### config.mk
export PLATFORM = sky130hd
export DESIGN_NAME = vga_sync_controller
export DESIGN_NICKNAME = d
export VERILOG_FILES = /design/src/rtl/vga_sync_controller.sv
export SDC_FILE = /design/constraint.sdc
export NUM_CORES = 1
export LEC_CHECK = 0
export BUFFER_PORTS_ARGS = -buffer_cell sky130_fd_sc_hd__buf_2
export CAP_MARGIN = 20
export CORE_MARGIN = 2
export CORE_UTILIZATION = 48
export CTS_CLUSTER_SIZE = 10
export DETAILED_ROUTE_END_ITERATION = 8
export PLACE_DENSITY = 0.86
export SLEW_MARGIN = 25
export SYNTH_ARGS = -nofsm -noshare
export SYNTH_HDL_FRONTEND = slang
export SYNTH_SLANG_ARGS = --single-unit
### constraint.sdc
create_clock -name iVGA_CLK -period 2.1 [get_ports iVGA_CLK]
set_clock_uncertainty 0.2 [all_clocks]
set_input_delay 0.315 -clock iVGA_CLK [delete_from_list [all_inputs] [get_ports iVGA_CLK]]
set_output_delay 0.315 -clock iVGA_CLK [all_outputs]
set_load 0.03 [all_outputs]
### src/rtl/vga_sync_controller.sv
// Raster timing generator and VGA pin driver.
// Scans the frame, presents active-area coordinates and a request strobe to
// the pixel colorizer, then registers the returned colour onto the DAC pins.
// HS, VS and BLANK_n are delay-matched to the colorizer latency so that all
// pins change together.
//
// Request/colour contract: there is no back-pressure. When oRequest is high
// in cycle t, oVGA_X/oVGA_Y name a visible pixel. The colorizer must present
// that pixel's colour on iRed/iGreen/iBlue in cycle t+PIPE_DLY, where it is
// sampled unconditionally. The colour reaches the pins in cycle t+PIPE_DLY+1.
module vga_sync_controller #(
  parameter int H_ACT    = 640,
  parameter int H_FP     = 16,
  parameter int H_SYNC   = 96,
  parameter int H_BP     = 48,
  parameter int V_ACT    = 480,
  parameter int V_FP     = 10,
  parameter int V_SYNC   = 2,
  parameter int V_BP     = 33,
  parameter int PIPE_DLY = 1
) (
  input  logic       iVGA_CLK,
  input  logic       iRST_n,
  input  logic [3:0] iRed,
  input  logic [3:0] iGreen,
  input  logic [3:0] iBlue,
  output logic [9:0] oVGA_X,
  output logic [8:0] oVGA_Y,
  output logic       oRequest,
  output logic       oFrame_Start,
  output logic [3:0] oVGA_R,
  output logic [3:0] oVGA_G,
  output logic [3:0] oVGA_B,
  output logic       oVGA_HS,
  output logic       oVGA_VS,
  output logic       oBLANK_n
);

  localparam int H_TOTAL = H_ACT + H_FP + H_SYNC + H_BP;
  localparam int V_TOTAL = V_ACT + V_FP + V_SYNC + V_BP;

  localparam logic [9:0] H_ACT_C   = 10'(H_ACT);
  localparam logic [9:0] V_ACT_C   = 10'(V_ACT);
  localparam logic [9:0] H_LAST    = 10'(H_TOTAL - 1);
  localparam logic [9:0] V_LAST    = 10'(V_TOTAL - 1);
  localparam logic [9:0] HS_START  = 10'(H_ACT + H_FP);
  localparam logic [9:0] HS_END    = 10'(H_ACT + H_FP + H_SYNC);
  localparam logic [9:0] VS_START  = 10'(V_ACT + V_FP);
  localparam logic [9:0] VS_END    = 10'(V_ACT + V_FP + V_SYNC);

  logic [9:0] h_cnt;
  logic [9:0] v_cnt;
  logic       h_wrap;
  logic       act;
  logic       hs_n;
  logic       vs_n;

  // Sync/active flags aligned with the coordinate outputs (cycle t).
  logic       act_q;
  logic       hs_q;
  logic       vs_q;

  // Delay line: stage k holds the cycle t+k+1 view of the flags.
  logic [PIPE_DLY-1:0] act_dl;
  logic [PIPE_DLY-1:0] hs_dl;
  logic [PIPE_DLY-1:0] vs_dl;

  assign h_wrap = (h_cnt == H_LAST);

  // Decode the raster regions from the free-running counters.
  always_comb begin
    act  = (h_cnt < H_ACT_C) && (v_cnt < V_ACT_C);
    hs_n = !((h_cnt >= HS_START) && (h_cnt < HS_END));
    vs_n = !((v_cnt >= VS_START) && (v_cnt < VS_END));
  end

  // Horizontal and vertical scan counters; both wrap on the same edge at frame end.
  always_ff @(posedge iVGA_CLK or negedge iRST_n) begin
    if (!iRST_n) begin
      h_cnt <= '0;
      v_cnt <= '0;
    end else begin
      if (h_wrap) begin
        h_cnt <= '0;
        v_cnt <= (v_cnt == V_LAST) ? '0 : v_cnt + 10'd1;
      end else begin
        h_cnt <= h_cnt + 10'd1;
      end
    end
  end

  // Registered coordinate/request outputs plus the flags that travel with them.
  always_ff @(posedge iVGA_CLK or negedge iRST_n) begin
    if (!iRST_n) begin
      oVGA_X       <= '0;
      oVGA_Y       <= '0;
      oRequest     <= 1'b0;
      oFrame_Start <= 1'b0;
      act_q        <= 1'b0;
      hs_q         <= 1'b1;
      vs_q         <= 1'b1;
    end else begin
      oVGA_X       <= act ? h_cnt : '0;
      oVGA_Y       <= act ? v_cnt[8:0] : '0;
      oRequest     <= act;
      oFrame_Start <= (h_cnt == '0) && (v_cnt == '0);
      act_q        <= act;
      hs_q         <= hs_n;
      vs_q         <= vs_n;
    end
  end

  // Match the flags to the colorizer latency.
  always_ff @(posedge iVGA_CLK or negedge iRST_n) begin
    if (!iRST_n) begin
      act_dl <= '0;
      hs_dl  <= '1;
      vs_dl  <= '1;
    end else begin
      act_dl[0] <= act_q;
      hs_dl[0]  <= hs_q;
      vs_dl[0]  <= vs_q;
      for (int i = 1; i < PIPE_DLY; i++) begin
        act_dl[i] <= act_dl[i-1];
        hs_dl[i]  <= hs_dl[i-1];
        vs_dl[i]  <= vs_dl[i-1];
      end
    end
  end

  // Pin stage: pass colour through while active, force black while blanked.
  always_ff @(posedge iVGA_CLK or negedge iRST_n) begin
    if (!iRST_n) begin
      oVGA_R   <= '0;
      oVGA_G   <= '0;
      oVGA_B   <= '0;
      oBLANK_n <= 1'b0;
      oVGA_HS  <= 1'b1;
      oVGA_VS  <= 1'b1;
    end else begin
      if (act_dl[PIPE_DLY-1]) begin
        oVGA_R <= iRed;
        oVGA_G <= iGreen;
        oVGA_B <= iBlue;
      end else begin
        oVGA_R <= '0;
        oVGA_G <= '0;
        oVGA_B <= '0;
      end
      oBLANK_n <= act_dl[PIPE_DLY-1];
      oVGA_HS  <= hs_dl[PIPE_DLY-1];
      oVGA_VS  <= vs_dl[PIPE_DLY-1];
    end
  end

endmodule
==> summary.md <==
| Metric | Value |
|---|---|
| Chip width | 73.95 um |
| Dominant synthesized flop cell | dfrtp_1 |
| Bufs and invs on worst path | 0 |
| Worst skew pair latency | 0.33 ns |
| Unrepaired setup endpoints after global routing | no |
| Power Internal | 2.011 mW |
| Pwr dens | 809.4 nW/um2 |
| CP Max Fanout | 4 |
| Antenna Cells | 0 |
| Ys async rst share | 1.000 |
| Hold path depth | 2 |
| Worst Path Arrival | 2.09 ns |
| R2R cell count | 3 |
| Starting Density | 0.4972 |
| Net Switching | 483.7 uW |
| Post-DRT Antenna Nets | 0 |
| DRT iter0 DRCs | 105 |
| GRT Overall Usage | 0.1857 |
| Core area | 4723 um2 |
| Peak VDD IR | 0.4086 mV |
| Tmin final | 2.053 ns |
| Standard-cell row count | 25 |
| CTS tree | yes |
| Synth top area cells | dfrtp_1, and2_1, dfstp_2 |
| Routability cong. | 0.8917 |
| GRT overflow | 0 |
| Total wire length | 4635 um |
| Worst path required time | 2.14 ns |
| Yosys reg bits | 61 |
| Combinational share of power | 0.039 |
| Yosys warns | 0 |
| Synth Cell Area | 2349 um2 |
| Vias post-DR | 1686 |
| Total negative slack | 0 ns |
| Max clock buf depth | 2 |
| Initial antenna violation count | 0 |
| Synthesized area per cell | 12.43 um2 |
| Number of global-route vias before repair | 1630 |
| Die area | 5468 um2 |
| Buffers on Ports | 49 |
| Initial DRT Pass Iterations | 5 |
| DP HPWL | 2979 um |
| Setup Viol. Count Final | 0 |
| Peak Freq | 0.4871 GHz |
| Final-report max-slew violation count | 0 |
| Worst path depth | 3 |
| Synth top cells by count | dfrtp_1, and2_1, nand3_1 |
| Post-CTS setup buffer count | 0 |
| Clock power frac | 0.484 |
| Sw Ratio | 0.1939 |
| Clk slew on worst S/H paths | 0.06 ns |
| Critical path's largest stage delay | 0.56 ns |
| Leak | 1.512 nW |
| Synthesized net count | 207 |
| Post-Layout Cell Count | 335 |
| Vias per Instance | 5.033 |
| Global-route wire length before repair | 7527 um |
| Seq pwr share | 0.477 |
| Clock sinks | 61 |
| Share of cells above drive strength 1 | 0.3433 |
| EDFF count, synth | 0 |
| CTS buffer count | 9 |
| CTS root buffer | clkbuf_8 |
| Top-count cell post-synth | dfrtp_1 |
| Cell count after synthesis | 189 |
| Synth top area share | 0.5860 |
| Crit-path cells | or4b_4 -> or4_4 -> a221oi_2 |
| IO Pins | 50 |
| Number of library cell types mapped by synthesis | 37 |
| Routed WL per cell | 13.84 um |
| Layout area overhead | 31.22% |
| Max-Cap Viols | 0 |
| Layout Utilization | 0.6525 |
| CP top delay family | simple AND/OR/NAND/NOR gates |
| Hold Path Class | in2reg |
| Register area share after synthesis | 0.6532 |
| Crit path from | h_cnt[7] |
| Final Hold Fails | 0 |
| H-tree Lvls | 3 |
| Setup CP Type | reg2reg |
| Largest net degree at the start of global routing | 62 |
| Worst-margin pin slew | 0.4683 ns |
| Slowest cell on crit path | or4b_4 |
| DRC | 0 |
| Slew HR | 0.6849 |
| Worst setup SP type | register |
| Tcrit/Tclk final | 0.9776 |
| Leading area contributor after synthesis | dfrtp_1 |
| Dpl cells | 309 |
| Hold wc startpoint | iBlue[2] |
| RR Startpoint | h_cnt[7] |
| Die Span Y | 73.95 um |
| Final Net Count | 281 |
| Crit path capture type | register |
| Status | finished, final reports clean |
[metal layers]
metal | routed length [um] | global-route usage
met5 | 0 | 0
met4 | 64 | 0.08687
met3 | 373 | 0.05149
met2 | 2227 | 0.2907
met1 | 1969 | 0.2419
[worst paths after layout]
path                             endpoint  slack, ns
min in group asynchronous       oVGA_B[2]       0.32
worst min register to register      hs_dl       0.16
worst max register to register   v_cnt[9]       0.05
worst min-delay path            oVGA_B[2]       0.01
worst max-delay path             v_cnt[9]       0.05
max in group asynchronous            hs_q       1.06
[cell usage in the layout (no fill, tap or decap), types with 2 or more instances in the layout]
cell           Yosys  final
nand3_1           11     11
nor4_1             9      9
buf_2              1     49
clkbuf_1           6      2
and2_1            26     26
buf_4              1     12
ha_1               4      4
xnor2_1            5      5
inv_1              5      5
a21oi_1            2      2
o21ai_0            4      3
clkinv_2           0      2
and4_1             2      2
nor2_1             6      6
nand4_1            7      7
nand2_1            7      7
o21a_1             2      2
dfrtp_1           55     55
and3_1             5      5
nor3_1             3      2
or3_1              2      2
clkbuf_8           0      9
bufinv_16          0      3
dfstp_2            6      6
xor2_1             5      5
dlygate4sd3_1      0     10
[power by group through the flow]
| stage | registers (mW) | clock network, mW | logic [mW] |
|---|---|---|---|
| floorplan | 1.24 | 0 | 0.00779 |
| global placement | 1.21 | 0 | 0.0822 |
| detailed placement | 1.21 | 0 | 0.0836 |
| CTS | 1.19 | 1.23 | 0.0979 |
| global route | 1.19 | 1.28 | 0.107 |
| finish | 1.19 | 1.21 | 0.0964 |
[sequential cells by signal, indices dropped and copies added, names as in the netlist]
| signal | cells |
|---|---|
| h_cnt | 10 |
| oVGA_X | 10 |
| v_cnt | 10 |
| oVGA_Y | 9 |
| oVGA_B | 4 |
| oVGA_G | 4 |
| oVGA_R | 4 |
| act_dl | 1 |
| act_q | 1 |
| hs_dl | 1 |
| hs_q | 1 |
| oBLANK_n | 1 |
| oFrame_Start | 1 |
| oVGA_HS | 1 |
| oVGA_VS | 1 |
| vs_dl | 1 |
| vs_q | 1 |
[stage by stage]
step	instance area, um2	power (mW)	hold slack (ns)	setup slack [ns]
after global placement	2741	1.293	0.1394	0.06447
after floorplan	2349	1.245	-0.1806	0.02019
after global routing	3082	2.580	0.001477	0.009816
final	3082	2.494	0.01147	0.04694
after CTS	3073	2.521	0.001581	0.01959
after detailed placement	2741	1.295	0.1456	0.03754
[what timing repair did]
action	4_1_cts	5_1_grt
endpoints found under the hold margin	64	0
endpoints found under the setup margin	0	5
hold buffers	10	0
gates resized for setup	0	2
[logic make-up after synthesis]
kind of cell	after synthesis	share of synthesized area
compound gates	11	0.03197
xor+xnor	10	0.03729
fa+ha+maj	4	0.02131
buf+inv	14	0.02770
flops	61	0.6532
mux	1	0.004795
simple gates	88	0.2238
[cell type report]
class / count / area (um2)
clock buffer: 11 / 131.4
inverter: 5 / 18.77
clock inverter: 5 / 100.1
timing repair buffer: 72 / 455.4
tap: 67 / 83.83
multi-input combinational: 114 / 758.2
sequential: 61 / 1534
fill: 331 / 1642
No activity file was read; power rests on OpenSTA's default activity.
